==> config.mk <==
export PLATFORM = sky130hd
export DESIGN_NAME = dead_band_bridge_flat
export DESIGN_NICKNAME = d
export VERILOG_FILES = /design/src/rtl/dtg_pkg.sv /design/src/rtl/dead_band_bridge_if.sv /design/src/rtl/dtg_leg.sv /design/src/rtl/dead_band_bridge.sv /design/src/flat_wrapper.sv
export SDC_FILE = /design/constraint.sdc
export NUM_CORES = 1
export LEC_CHECK = 0
export ABC_AREA = 1
export BUFFER_PORTS_ARGS = -buffer_cell sky130_fd_sc_hd__buf_2
export CORE_MARGIN = 2
export CORE_UTILIZATION = 35
export CTS_CLUSTER_DIAMETER = 120
export CTS_CLUSTER_SIZE = 8
export DETAILED_ROUTE_END_ITERATION = 8
export REMOVE_ABC_BUFFERS = 1
export SETUP_SLACK_MARGIN = 0.15
export SLEW_MARGIN = 20
export SYNTH_ARGS = -nofsm -noshare
export SYNTH_HDL_FRONTEND = slang
export SYNTH_SLANG_ARGS = --single-unit
export TNS_END_PERCENT = 10
==> constraint.sdc <==
create_clock -name clk -period 3.9 [get_ports clk]
set_input_delay 0.195 -clock clk [delete_from_list [all_inputs] [get_ports clk]]
set_output_delay 0.195 -clock clk [all_outputs]
set_load 0.01 [all_outputs]
==> src/rtl/dtg_pkg.sv <==
// ============================================================================
// Package     : dtg_pkg
// Description : Shared leg state encoding and default constants for the
//               dead-band bridge.
// Revision    : 1.0 - initial release
// ============================================================================
`default_nettype none

package dtg_pkg;

  localparam int c_DT_W_DEF   = 8;
  localparam int c_DT_RST_DEF = 15;
  localparam int c_N_LEG_DEF  = 3;

  typedef logic [1:0] leg_state_t;

  localparam leg_state_t LOW_ON  = 2'd0;
  localparam leg_state_t DEAD_H  = 2'd1;
  localparam leg_state_t HIGH_ON = 2'd2;
  localparam leg_state_t DEAD_L  = 2'd3;

endpackage : dtg_pkg

`default_nettype wire

==> src/rtl/dead_band_bridge_if.sv <==
// ============================================================================
// Interface   : dead_band_bridge_if
// Description : PWM command / gate bundle between the modulator (master) and
//               the dead-band bridge (slave). Fault signals exist only when
//               DTG_FAULT_EN is defined.
// Revision    : 1.0 - initial release
// ============================================================================
`default_nettype none

interface dead_band_bridge_if #(
  parameter int N_LEG = 3,
  parameter int DT_W  = 8
);

  logic [N_LEG-1:0] gi;
  logic [DT_W-1:0]  dt_rise;
  logic [DT_W-1:0]  dt_fall;
  logic             dt_load;
  logic [N_LEG-1:0] go_h;
  logic [N_LEG-1:0] go_l;
  logic [N_LEG-1:0] busy;

`ifdef DTG_FAULT_EN
  logic             fault;
  logic             fault_clr;
  logic             fault_q;

  modport master (
    output gi, dt_rise, dt_fall, dt_load, fault, fault_clr,
    input  go_h, go_l, busy, fault_q
  );

  modport slave (
    input  gi, dt_rise, dt_fall, dt_load, fault, fault_clr,
    output go_h, go_l, busy, fault_q
  );
`else
  modport master (
    output gi, dt_rise, dt_fall, dt_load,
    input  go_h, go_l, busy
  );

  modport slave (
    input  gi, dt_rise, dt_fall, dt_load,
    output go_h, go_l, busy
  );
`endif

endinterface : dead_band_bridge_if

`default_nettype wire

==> src/rtl/dtg_leg.sv <==
// ============================================================================
// Module      : dtg_leg
// Description : One bridge leg: complementary gate FSM with a per-leg dead
//               counter and a limit captured on each dead-interval entry.
// Revision    : 1.0 - initial release
// ============================================================================
`default_nettype none

module dtg_leg
  import dtg_pkg::*;
#(
  parameter int DT_W   = c_DT_W_DEF,
  parameter int DT_RST = c_DT_RST_DEF
) (
  input  wire logic            clk,
  input  wire logic            rst,
  input  wire logic            i_gi,
  input  wire logic [DT_W-1:0] i_rise,
  input  wire logic [DT_W-1:0] i_fall,
  input  wire logic            i_hold,
  output logic                 o_go_h,
  output logic                 o_go_l,
  output logic                 o_busy
);

  leg_state_t      r_state;
  logic [DT_W-1:0] r_cnt;
  logic [DT_W-1:0] r_limit;
  logic            r_go_h;
  logic            r_go_l;
  logic            r_busy;
  logic            w_done;

  // A zero limit can only reach a dead state via reset or hold release;
  // treat it as already expired so the counter never wraps.
  assign w_done = (r_limit == '0) || (r_cnt == (r_limit - DT_W'(1)));

  always_ff @(posedge clk) begin
    if (rst) begin
      r_state <= DEAD_L;
      r_cnt   <= '0;
      r_limit <= DT_W'(DT_RST);
      r_go_h  <= 1'b0;
      r_go_l  <= 1'b0;
      r_busy  <= 1'b1;
    end else if (i_hold) begin
      r_state <= DEAD_L;
      r_cnt   <= '0;
      r_limit <= i_fall;
      r_go_h  <= 1'b0;
      r_go_l  <= 1'b0;
      r_busy  <= 1'b1;
    end else begin
      case (r_state)
        LOW_ON: begin
          if (i_gi) begin
            r_go_l <= 1'b0;
            if (i_rise == '0) begin
              r_state <= HIGH_ON;
              r_go_h  <= 1'b1;
            end else begin
              r_state <= DEAD_H;
              r_limit <= i_rise;
              r_cnt   <= '0;
              r_busy  <= 1'b1;
            end
          end
        end
        DEAD_H: begin
          if (!i_gi) begin
            r_state <= LOW_ON;
            r_go_l  <= 1'b1;
            r_busy  <= 1'b0;
          end else if (w_done) begin
            r_state <= HIGH_ON;
            r_go_h  <= 1'b1;
            r_busy  <= 1'b0;
          end else begin
            r_cnt <= r_cnt + DT_W'(1);
          end
        end
        HIGH_ON: begin
          if (!i_gi) begin
            r_go_h <= 1'b0;
            if (i_fall == '0) begin
              r_state <= LOW_ON;
              r_go_l  <= 1'b1;
            end else begin
              r_state <= DEAD_L;
              r_limit <= i_fall;
              r_cnt   <= '0;
              r_busy  <= 1'b1;
            end
          end
        end
        DEAD_L: begin
          if (i_gi) begin
            r_state <= HIGH_ON;
            r_go_h  <= 1'b1;
            r_busy  <= 1'b0;
          end else if (w_done) begin
            r_state <= LOW_ON;
            r_go_l  <= 1'b1;
            r_busy  <= 1'b0;
          end else begin
            r_cnt <= r_cnt + DT_W'(1);
          end
        end
        default: begin
          r_state <= DEAD_L;
          r_cnt   <= '0;
          r_go_h  <= 1'b0;
          r_go_l  <= 1'b0;
          r_busy  <= 1'b1;
        end
      endcase
    end
  end

  assign o_go_h = r_go_h;
  assign o_go_l = r_go_l;
  assign o_busy = r_busy;

endmodule : dtg_leg

`default_nettype wire

==> src/rtl/dead_band_bridge.sv <==
// ============================================================================
// Module      : dead_band_bridge
// Description : Multi-leg complementary dead-time generator. Holds the shared
//               dead-time shadow registers and, with DTG_FAULT_EN defined, a
//               sticky fault latch that forces every leg off.
// Revision    : 1.0 - initial release
// ============================================================================
`default_nettype none

module dead_band_bridge
  import dtg_pkg::*;
#(
  parameter int N_LEG  = c_N_LEG_DEF,
  parameter int DT_W   = c_DT_W_DEF,
  parameter int DT_RST = c_DT_RST_DEF
) (
  input  wire logic         clk,
  input  wire logic         rst,
  dead_band_bridge_if.slave bus
);

  logic [DT_W-1:0]  r_rise;
  logic [DT_W-1:0]  r_fall;
  logic             w_hold;
  logic [N_LEG-1:0] w_go_h;
  logic [N_LEG-1:0] w_go_l;
  logic [N_LEG-1:0] w_busy;

  always_ff @(posedge clk) begin
    if (rst) begin
      r_rise <= DT_W'(DT_RST);
      r_fall <= DT_W'(DT_RST);
    end else if (bus.dt_load) begin
      r_rise <= bus.dt_rise;
      r_fall <= bus.dt_fall;
    end
  end

`ifdef DTG_FAULT_EN
  logic r_fault_q;

  always_ff @(posedge clk) begin
    if (rst) begin
      r_fault_q <= 1'b0;
    end else if (bus.fault) begin
      r_fault_q <= 1'b1;
    end else if (bus.fault_clr) begin
      r_fault_q <= 1'b0;
    end
  end

  // Raw fault is included so gates drop on the same edge the latch sets.
  assign w_hold      = bus.fault | r_fault_q;
  assign bus.fault_q = r_fault_q;
`else
  assign w_hold = 1'b0;
`endif

  generate
    for (genvar gi_idx = 0; gi_idx < N_LEG; gi_idx++) begin : g_leg
      dtg_leg #(
        .DT_W   (DT_W),
        .DT_RST (DT_RST)
      ) u_leg (
        .clk    (clk),
        .rst    (rst),
        .i_gi   (bus.gi[gi_idx]),
        .i_rise (r_rise),
        .i_fall (r_fall),
        .i_hold (w_hold),
        .o_go_h (w_go_h[gi_idx]),
        .o_go_l (w_go_l[gi_idx]),
        .o_busy (w_busy[gi_idx])
      );
    end
  endgenerate

  assign bus.go_h = w_go_h;
  assign bus.go_l = w_go_l;
  assign bus.busy = w_busy;

endmodule : dead_band_bridge

`default_nettype wire

==> src/flat_wrapper.sv <==
// flat-port wrapper written by rule: the top's interface ports become plain ports
module dead_band_bridge_flat import dtg_pkg::*;
#(
  parameter int N_LEG  = c_N_LEG_DEF,
  parameter int DT_W   = c_DT_W_DEF,
  parameter int DT_RST = c_DT_RST_DEF
)
  (clk, rst, bus_gi, bus_dt_rise, bus_dt_fall, bus_dt_load, bus_go_h, bus_go_l, bus_busy);
  dead_band_bridge_if #(.N_LEG(N_LEG), .DT_W(DT_W)) bus_i ();
  input  wire logic clk;
  input  wire logic rst;
  input wire logic [$bits(bus_i.gi)-1:0] bus_gi;
  input wire logic [$bits(bus_i.dt_rise)-1:0] bus_dt_rise;
  input wire logic [$bits(bus_i.dt_fall)-1:0] bus_dt_fall;
  input wire logic [$bits(bus_i.dt_load)-1:0] bus_dt_load;
  output wire logic [$bits(bus_i.go_h)-1:0] bus_go_h;
  output wire logic [$bits(bus_i.go_l)-1:0] bus_go_l;
  output wire logic [$bits(bus_i.busy)-1:0] bus_busy;
  assign bus_i.gi = bus_gi;
  assign bus_i.dt_rise = bus_dt_rise;
  assign bus_i.dt_fall = bus_dt_fall;
  assign bus_i.dt_load = bus_dt_load;
  assign bus_go_h = bus_i.go_h;
  assign bus_go_l = bus_i.go_l;
  assign bus_busy = bus_i.busy;
  dead_band_bridge #(.N_LEG(N_LEG), .DT_W(DT_W), .DT_RST(DT_RST)) u_core (.clk(clk), .rst(rst), .bus(bus_i));
endmodule
==> impl_metrics.toml, run 1 <==
[status]
status = "finished clean"

[floorplanning]
die_area_um2 = 14800
start_util_pct = 35.4
io_pins = 31
std_cell_rows = 43
fp.dieW_um = 122
core_region_area_um2 = 13700
die_y_um = 122

[power]
power_frac_comb_pct = 35.1
netSwitchingFraction_pct = 40.1
vdd.ir_drop.worst_mv = 0.206
power_leakage_nw = 2.36
p_clk_share_pct = 26.2
seq_power_share_pct = 38.7
p_int_mw = 1.76
power_switching_mw = 1.18
power_density_nw_per_um2 = 551

[timing]
rsz0062_at_grt = "no"
slew_headroom_pct = 50.9
fin_crit_sh_pct = 51.5
max_freq_ghz = 0.498
worstMarginPinSlew_ns = 0.736
setup_tns_ns = 0
hold_viol_final = 0
setup_violations = 0
finClkSkew_ns = 0.00587
period_minus_slack_ns = 2.01
timing.final.max_slew_violations = 0
setup_ws_ns = 1.89

[synth]
yosys_warnings = 0
synth_edf_count = 0
synthCells = 709
yosys_register_bits = 79
syn-cell-area_um2 = 4860
async_reset_ff_share_pct = 0
seq_area_frac_synth_pct = 32.5
syn_avg_cell_area_um2 = 6.86
synthFlopType = "dfxtp_1"
post_synth_num_cell_types = 41

[clocking]
cts.path.max_buffers = 2
cts.sinks = 79
cts_tree = "built"
postCtsResizedCells = 0
cts_max_level = 3
cts_setup_buffers = 0
cts-buffers-inserted = 9
cts_root_buf = "clkbuf_16"
clk_pin_slew_ns = 0.06
cts_hold_buffers = 0
clock_latency_ns = 0.35

[layout]
drive_gt1_share_pct = 15.5
final_nets = 752
final_cells = 908
num_antenna_cells = 0
syn_to_final_growth_pct = 9.99

[placement]
place_hpwl_mm = 8.89
gp_congestion = 0.822
place_ws_ns = 1.90
io_buffers = 30
dp_cells = 892

[global_route]
grt_overflow = 0
grt_pass1_wl_mm = 20.4
track_usage_pct = 17.3
grt_max_degree = 32
antenna_found_initial = 0
grt_pass1_vias = 4199

[setup_path]
slowest_stage = "dfxtp_1"
cpPeakStageDelay_ns = 0.46
required_ns = 4.18
crit_fanout = 18
worstSetupPathType = "reg -> reg"
cp-start-kind = "flip-flop"
end_kind = "flip-flop"
critical-path-top-delay-family = "simple AND/OR/NAND/NOR gates"
critPathBufInv = 2
worstPathArrival_ns = 2.29
path_cells = "inv_1, nor2_2, nand2_1, nand2_1, nor2_2, nand2_4, inv_4, nor2_1, o21ai_0, nor2_1"

[routing]
drcViolationCount = 0
ant_nets = 0
first_pass_iters = 6
dr_total_vias = 4348
routedWlPerCell_um = 13.2
routed_wl_mm = 12.0
vias_per_cell = 4.79
drtIter0Drc = 231

[run]
maxCapViolCount = 0

[min_path]
hold_class = "in -> reg"
[cells in the mapped netlist (15+ instances only)]
master	instances	share of area, %
a21oi_1	41	4.2
nor2_2	15	1.9
dfxtp_1	79	33
o211ai_1	15	2.3
nand3_1	52	5.4
xor2_1	26	4.7
inv_1	65	5.0
o21ai_0	41	4.2
inv_2	16	1.2
nor2_1	78	6.0
nand2_1	150	12
[worst paths after layout]
path | start | to | slack [ns] | cells past startpoint
worst min-delay path | bus_dt_rise[5] | u_core.r_rise[5] | 0.08 | 3
worst max-delay path | u_core.g_leg[1].u_leg.r_state[1] | u_core.g_leg[1].u_leg.r_cnt[1] | 1.89 | 10
worst max register to register | u_core.g_leg[1].u_leg.r_state[1] | u_core.g_leg[1].u_leg.r_cnt[1] | 1.89 | 10
worst min register to register | u_core.g_leg[2].u_leg.o_go_l | u_core.g_leg[2].u_leg.o_go_l | 0.46 | 2
[power groups by stage]
| stage | clock [mW] | combinational [mW] | sequential (mW) |
|---|---|---|---|
| after floorplan | 0 | 0.796 | 1.12 |
| after global placement | 0 | 1.03 | 1.15 |
| after detailed placement | 0 | 1.03 | 1.16 |
| after CTS | 0.783 | 1.04 | 1.14 |
| after global routing | 0.812 | 1.19 | 1.16 |
| final | 0.771 | 1.03 | 1.14 |
[final cells by class]
cell class	count	area, um^2
multi-input combinational	518	2800
inverter	84	320
fill	1515	8370
sequential	79	1580
clock buffer	11	233
clock inverter	5	25.0
tap	180	225
timing repair buffer	31	158
[routing by layer]
layer	track usage, %	vias to the layer above	part of all wire (%)
li1	-	2335	-
met1	24.3	1913	52
met2	26.0	83	42
met3	2.76	17	4.2
met4	7.69	0	1.7
met5	0	-	0
[flip-flops by register name, summed over array words and instances, names as in the netlist]
register and count:
u_core.g_leg.u_leg.r_cnt 24, u_core.g_leg.u_leg.r_limit 24, u_core.r_fall 8, u_core.r_rise 8, u_core.g_leg.u_leg.r_state 6, u_core.g_leg.u_leg.o_busy 3, u_core.g_leg.u_leg.o_go_h 3, u_core.g_leg.u_leg.o_go_l 3
[metrics by stage]
stage                     hold slack [ns]  util [%]  total power [mW]  area [um^2]
after floorplan                     0.257         -              1.92         4710
after detailed placement            0.431      37.1              2.19         5090
after global routing                0.106      39.0              3.16         5350
after global placement              0.438      37.1              2.19         5090
after CTS                          0.0724      39.0              2.96         5350
final                              0.0784      39.0              2.94         5350
[cell families after synthesis]
kind of cell             synth area share [%]
AND/OR/NAND/NOR                          33.4
AO/OA/AOI/OAI                            15.2
flip-flops                               32.5
XOR/XNOR                                 7.34
buffers and inverters                    9.78
adder cells (fa/ha/maj)                  1.80
[tightest hold or removal path: stages]
cell,delay (ns)
buf_2,0.08
nor2_1,0.04
nor2_1,0.08
[placed cells by master (no fill, tap or decap), types with 2 or more instances in the layout]
master and instances:
a21oi_1 41, a21oi_2 7, a31oi_1 9, buf_2 30
clkbuf_1 2, clkbuf_16 9, clkinv_2 5, dfxtp_1 79
ha_1 7, inv_1 65, inv_2 16, inv_4 2
nand2_1 150, nand2_2 10, nand2_4 8, nand3_1 52
nand3_2 4, nand4_1 10, nor2_1 78, nor2_2 15
nor3_1 5, nor3b_1 3, o211ai_1 15, o21ai_0 41
o21ai_1 8, o311ai_1 4, or2_2 2, xnor2_1 12
xor2_1 26
No activity file was read; power rests on OpenSTA's default activity.
==> run 2: changes to the inputs <==
==> constraint.sdc (replaced) <==
create_clock -name clk -period 2.1 [get_ports clk]
set_input_delay 0.105 -clock clk [delete_from_list [all_inputs] [get_ports clk]]
set_output_delay 0.105 -clock clk [all_outputs]
set_load 0.01 [all_outputs]
==> run 2 against run 1 <==
Clock skew grew 0.00098 ns. Largest cell class unchanged. Largest power group is now combinational cells. Critical path depth grew 5. First-iteration DRC count grew 3.5%.
==> impl_metrics.toml, run 2 (synthesized netlist as in run 1, its figures left out) <==
[min_path]
hold_class = "in -> reg"
hp-start = "bus_dt_rise[0]"

[global_route]
grt_max_degree = 36
grt_pass1_vias = 4117
grt_pass1_wl_mm = 19.7
antenna_found_initial = 0
grt_overflow = 0
track_usage_pct = 16.7

[power]
vdd.ir_drop.worst_mv = 0.519
power_leakage_nw = 2.54
power_density_nw_per_um2 = 1030

[clocking]
cts.path.max_buffers = 2
cts_max_level = 3
clk_pin_slew_ns = 0.06
cts_tree = "built"
cts.sinks = 79
cts_root_buf = "clkbuf_16"
cts-buffers-inserted = 9
clock_latency_ns = 0.34

[timing]
max_freq_ghz = 0.532
worstMarginPinSlew_ns = 0.490
slew_headroom_pct = 67.1
finClkSkew_ns = 0.00685
setup_violations = 0
hold_viol_final = 0
setup_ws_ns = 0.222
rsz0062_at_grt = "yes"
holdWs_ns = 0.0113
period_minus_slack_ns = 1.88
setup_tns_ns = 0
fin_crit_sh_pct = 89.4
timing.final.max_slew_violations = 0

[status]
status = "finished clean"

[setup_path]
required_ns = 2.33
startpoint = "u_core.g_leg[2].u_leg.r_limit[0]"
worstPathArrival_ns = 2.11
crit_fanout = 5
end_kind = "flip-flop"
r2r-start = "u_core.g_leg[2].u_leg.r_limit[0]"
cp-start-kind = "flip-flop"
worstSetupPathType = "reg -> reg"

[routing]
drcViolationCount = 0
routedWlPerCell_um = 13.1
ant_nets = 0
routed_wl_mm = 12.3
vias_per_cell = 4.84
drtIter0Drc = 239
first_pass_iters = 4
dr_total_vias = 4568

[placement]
placed_area_um2 = 5190
io_buffers = 30
place_hpwl_mm = 8.93
gp_congestion = 0.868
dp_cells = 906
place_ws_ns = 0.137

[floorplanning]
io_pins = 31
core_region_area_um2 = 13700
std_cell_rows = 43
start_util_pct = 35.4
die_y_um = 122
die_area_um2 = 14800
fp.dieW_um = 122

[layout]
num_antenna_cells = 0
drive_gt1_share_pct = 21.0
final_common_cell = "nand2_1"
final_nets = 788
layout_common_cells = "nand2_1, nor2_1, dfxtp_1, inv_1, nand3_1"
syn_to_final_growth_pct = 19.2
largest_registers = "u_core.g_leg.u_leg.r_cnt: 24 flops, u_core.g_leg.u_leg.r_limit: 24 flops"
stdcell_area_um2 = 5790
final_cells = 943

[run]
maxCapViolCount = 0
run 2: worst max-delay path, stage by stage (launching register included):
cell and delay (ns):
dfxtp_2 0.33, inv_2 0.09, ha_4 0.15, inv_1 0.04
nand2_1 0.05, nand2_1 0.07, xor2_1 0.14, nor2_1 0.09
nand2_1 0.07, nor2_2 0.11, nand3_2 0.13, nand2_4 0.15
nand2_8 0.09, buf_4 0.14, nand3_1 0.08, a21oi_2 0.06
run 2: cell type report:
| class | count | area [um^2] |
|---|---|---|
| Timing Repair Buffer | 64 | 418 |
| Clock buffer | 13 | 280 |
| Clock inverter | 2 | 37.5 |
| Multi-Input combinational cell | 521 | 2920 |
| Fill cell | 1484 | 7930 |
| Inverter | 84 | 323 |
| Tap cell | 180 | 225 |
| Sequential cell | 79 | 1590 |
run 2: final timing paths:
kind	end	slack [ns]	depth (start not counted)
worst max-delay path	u_core.g_leg[2].u_leg.r_cnt[0]	0.22	15
worst min-delay path	u_core.r_rise[0]	0.01	3
worst max register to register	u_core.g_leg[2].u_leg.r_cnt[0]	0.22	15
worst min register to register	u_core.g_leg[2].u_leg.o_go_l	0.45	2
run 2: where the power goes:
part	switching [mW]	leakage, nW	internal [mW]	total, mW
Clock	0.612	0.154	1.04	1.66
Sequential	0.321	0.648	1.79	2.11
Combinational	1.32	1.73	0.854	2.18
run 2: repair_timing:
| action | in CTS | in global routing |
|---|---|---|
| setup endpoints to repair | 2 | 45 |
| hold buffers | 5 | 0 |
| hold endpoints to repair | 5 | 0 |
| gates cloned | 0 | 3 |
| pin swaps | 0 | 13 |
| setup buffers | 0 | 14 |
| gates resized for setup | 1 | 24 |
run 2: metal layers:
layer  global-route usage, %  routed length (um)  vias up
li1                        -                   -     2413
met1                    23.4                6280     2060
met2                    26.4                5400       79
met3                    2.11                 399       16
met4                    6.32                 233        0
met5                       0                   0        -
run 2: metrics by stage:
stage                     power, mW  util [%]
final                          5.94      42.2
after global routing           6.36      42.2
after detailed placement       4.12      37.9
after CTS                      5.80      40.6
after floorplan                3.57         -
after global placement         4.12      37.9
==> run 3: changes to the inputs <==
--- a/config.mk
+++ b/config.mk
@@ -17,5 +17,6 @@
 export SLEW_MARGIN = 20
 export SYNTH_ARGS = -nofsm -noshare
 export SYNTH_HDL_FRONTEND = slang
+export SYNTH_HIERARCHICAL = 1
 export SYNTH_SLANG_ARGS = --single-unit
 export TNS_END_PERCENT = 10
==> run 3 against run 2 <==
Register-to-register slack better by 0.03 ns. Hold slack better by 0.0017 ns. Count of clock-buffer cells in the layout up 1. Combinational power down 68%. Global-route usage down 0.20 points. Synthesized cell count up 17%.
==> impl_metrics.toml, run 3 <==
[status]
status = "finished clean"

[synth]
synth.largest_area_cell = "dfxtp_1"
yosysMostFrequentCell = "nand2_1"
ys_top_cells_by_count = "nand2_1, nor2_1, inv_1"
syn_avg_cell_area_um2 = 6.24
synthFlopType = "dfxtp_1"
post_synth_num_cell_types = 35
yosys.area_share.simple_pct = 42.9
synthMuxAreaShare_pct = 0
seq_area_frac_synth_pct = 30.5
synth_compound_area_share_pct = 11.3
synth_top_family_by_area = "simple AND/OR/NAND/NOR gates"
synth_edf_count = 0
async_reset_ff_share_pct = 0
netlist_top_cells_area = "dfxtp_1, nand2_1, nand3_1"
syn-cell-area_um2 = 5190
yosys_warnings = 6
synthXorXnorAreaFrac_pct = 3.04
synthAdderAreaFrac_pct = 1.45
synth_top_area_share_pct = 30.5
synthCells = 831
yosys_register_bits = 79

[power]
power_density_nw_per_um2 = 638
power_frac_comb_pct = 18.1
p_int_mw = 2.68
netSwitchingFraction_pct = 29.8
vdd.ir_drop.worst_mv = 0.463
p_clk_share_pct = 37.1
power_leakage_nw = 2.76
seq_power_share_pct = 44.7
power_switching_mw = 1.14

[global_route]
grt_max_degree = 26
grt_pass1_vias = 4668
grt_pass1_wl_mm = 21.8
antenna_found_initial = 0
track_usage_pct = 16.5
grt_overflow = 0

[routing]
highest_layer = "met4"
ant_nets = 0
routed_wl_mm = 12.6
vias_per_cell = 4.74
drcViolationCount = 0
first_pass_iters = 5
dr_total_vias = 5093
routedWlPerCell_um = 11.8
drtIter0Drc = 243
wl_met1_mm = 6.30
wl_met2_mm = 5.77
wl_met3_um = 348

[floorplanning]
fp.dieW_um = 126
die_y_um = 126
std_cell_rows = 44
io_pins = 31
die_area_um2 = 15800
start_util_pct = 35.7
core_region_area_um2 = 14500

[clocking]
clock_latency_ns = 0.34
cts-buffers-inserted = 9
cts_root_buf = "clkbuf_16"
clk_pin_slew_ns = 0.06
cts_max_level = 3
cts.path.max_buffers = 2
cts_tree = "built"
cts.sinks = 79

[setup_path]
crit_fanout = 4
worstSetupPathType = "reg -> reg"
required_ns = 2.32
end_kind = "flip-flop"
cp-start-kind = "flip-flop"
worstPathArrival_ns = 2.07

[layout]
final_common_cell = "nand2_1"
stdcell_area_um2 = 5970
drive_gt1_share_pct = 16.0
largest_registers = "u_core/g_leg.u_leg/r_cnt: 24 flops, u_core/g_leg.u_leg/r_limit: 24 flops"
syn_to_final_growth_pct = 15.1
num_antenna_cells = 0
final_nets = 914
n_fill_cell = 1624
layout_common_cells = "nand2_1, nor2_1, inv_1, nand3_1, dfxtp_1"

[placement]
place_ws_ns = 0.217
gp_congestion = 0.823
place_hpwl_mm = 9.31
io_buffers = 30
placed_area_um2 = 5520

[timing]
max_freq_ghz = 0.541
fin_crit_sh_pct = 88.1
setup_ws_ns = 0.251
setup_violations = 0
timing.final.max_slew_violations = 0
finClkSkew_ns = 0.00598
hold_viol_final = 0
setup_tns_ns = 0
rsz0062_at_grt = "yes"
period_minus_slack_ns = 1.85
holdWs_ns = 0.0130

[min_path]
hold_class = "in -> reg"

[run]
maxCapViolCount = 0
==> run 3: power groups by stage <==
| stage | Clock, mW | Sequential (mW) | Combinational, mW |
|---|---|---|---|
| after floorplan | 0 | 1.70 | 0.486 |
| after global placement | 0 | 1.73 | 0.645 |
| after detailed placement | 0 | 1.73 | 0.645 |
| after CTS | 1.45 | 1.70 | 0.658 |
| after global routing | 1.52 | 1.72 | 0.802 |
| final | 1.42 | 1.71 | 0.692 |
==> run 3: path summary, 6_finish.rpt <==
path | from | end | slack (ns) | depth (start not counted)
worst min-delay path | bus_dt_fall[1] | u_core/r_fall[1] | 0.01 | 3
worst max-delay path | u_core/g_leg[1].u_leg/r_limit[1] | u_core/g_leg[1].u_leg/o_busy | 0.25 | 14
worst min register to register | u_core/g_leg[0].u_leg/o_go_h | u_core/g_leg[0].u_leg/o_go_h | 0.44 | 2
worst max register to register | u_core/g_leg[1].u_leg/r_limit[1] | u_core/g_leg[1].u_leg/o_busy | 0.25 | 14
==> run 3: layout make-up <==
type                    count  area (um^2)  share of cell area, %
multi-input cells         631         3130                   52.3
flip-flops and latches     79         1590                   26.7
inverters                 113          434                   7.27
repair buffers             52          330                   5.53
clock buffers              14          254                   4.25
well taps                 184          230                   3.85
clock inverters             1         5.00                 0.0838
==> run 3: through the flow <==
stage | utilization, % | power (mW) | std cells
floorplan | - | 2.19 | 821
global placement | 38.0 | 2.38 | 1043
detailed placement | 38.0 | 2.38 | 1043
CTS | 40.2 | 3.81 | 1064
global route | 41.1 | 4.04 | 1074
finish | 41.1 | 3.81 | 1074
==> run 3: routing by layer <==
layer	global-route usage (%)	vias up
met5	0	-
li1	-	2760
met4	7.30	0
met1	22.6	2251
met3	2.51	16
met2	25.9	66
==> run 3: cell families after synthesis <==
family / count (synthesis)
xor+xnor: 18
flops: 79
buf+inv: 128
compound gates: 110
fa+ha+maj: 6
other cells: 1
simple gates: 489
==> run 3: timing repair <==
action / 4_1_cts / 5_1_grt
hold buffers: 6 / 0
resized for setup: 0 / 22
endpoints found under the hold margin: 6 / 0
buffers inserted: 0 / 8
setup endpoints to repair: 0 / 41
==> run 3: worst max-delay path: stages, from the launching register on <==
cell and delay, ns:
dfxtp_2 0.33, inv_2 0.05, ha_4 0.23, nand2_2 0.06, inv_2 0.03, nor2_1 0.09
nand2_1 0.06, nor2_1 0.08, nand3_1 0.08, nor2_1 0.14, nand3_2 0.16, nand4_1 0.22
nand2_1 0.09, nand2_1 0.06, nand3_1 0.05
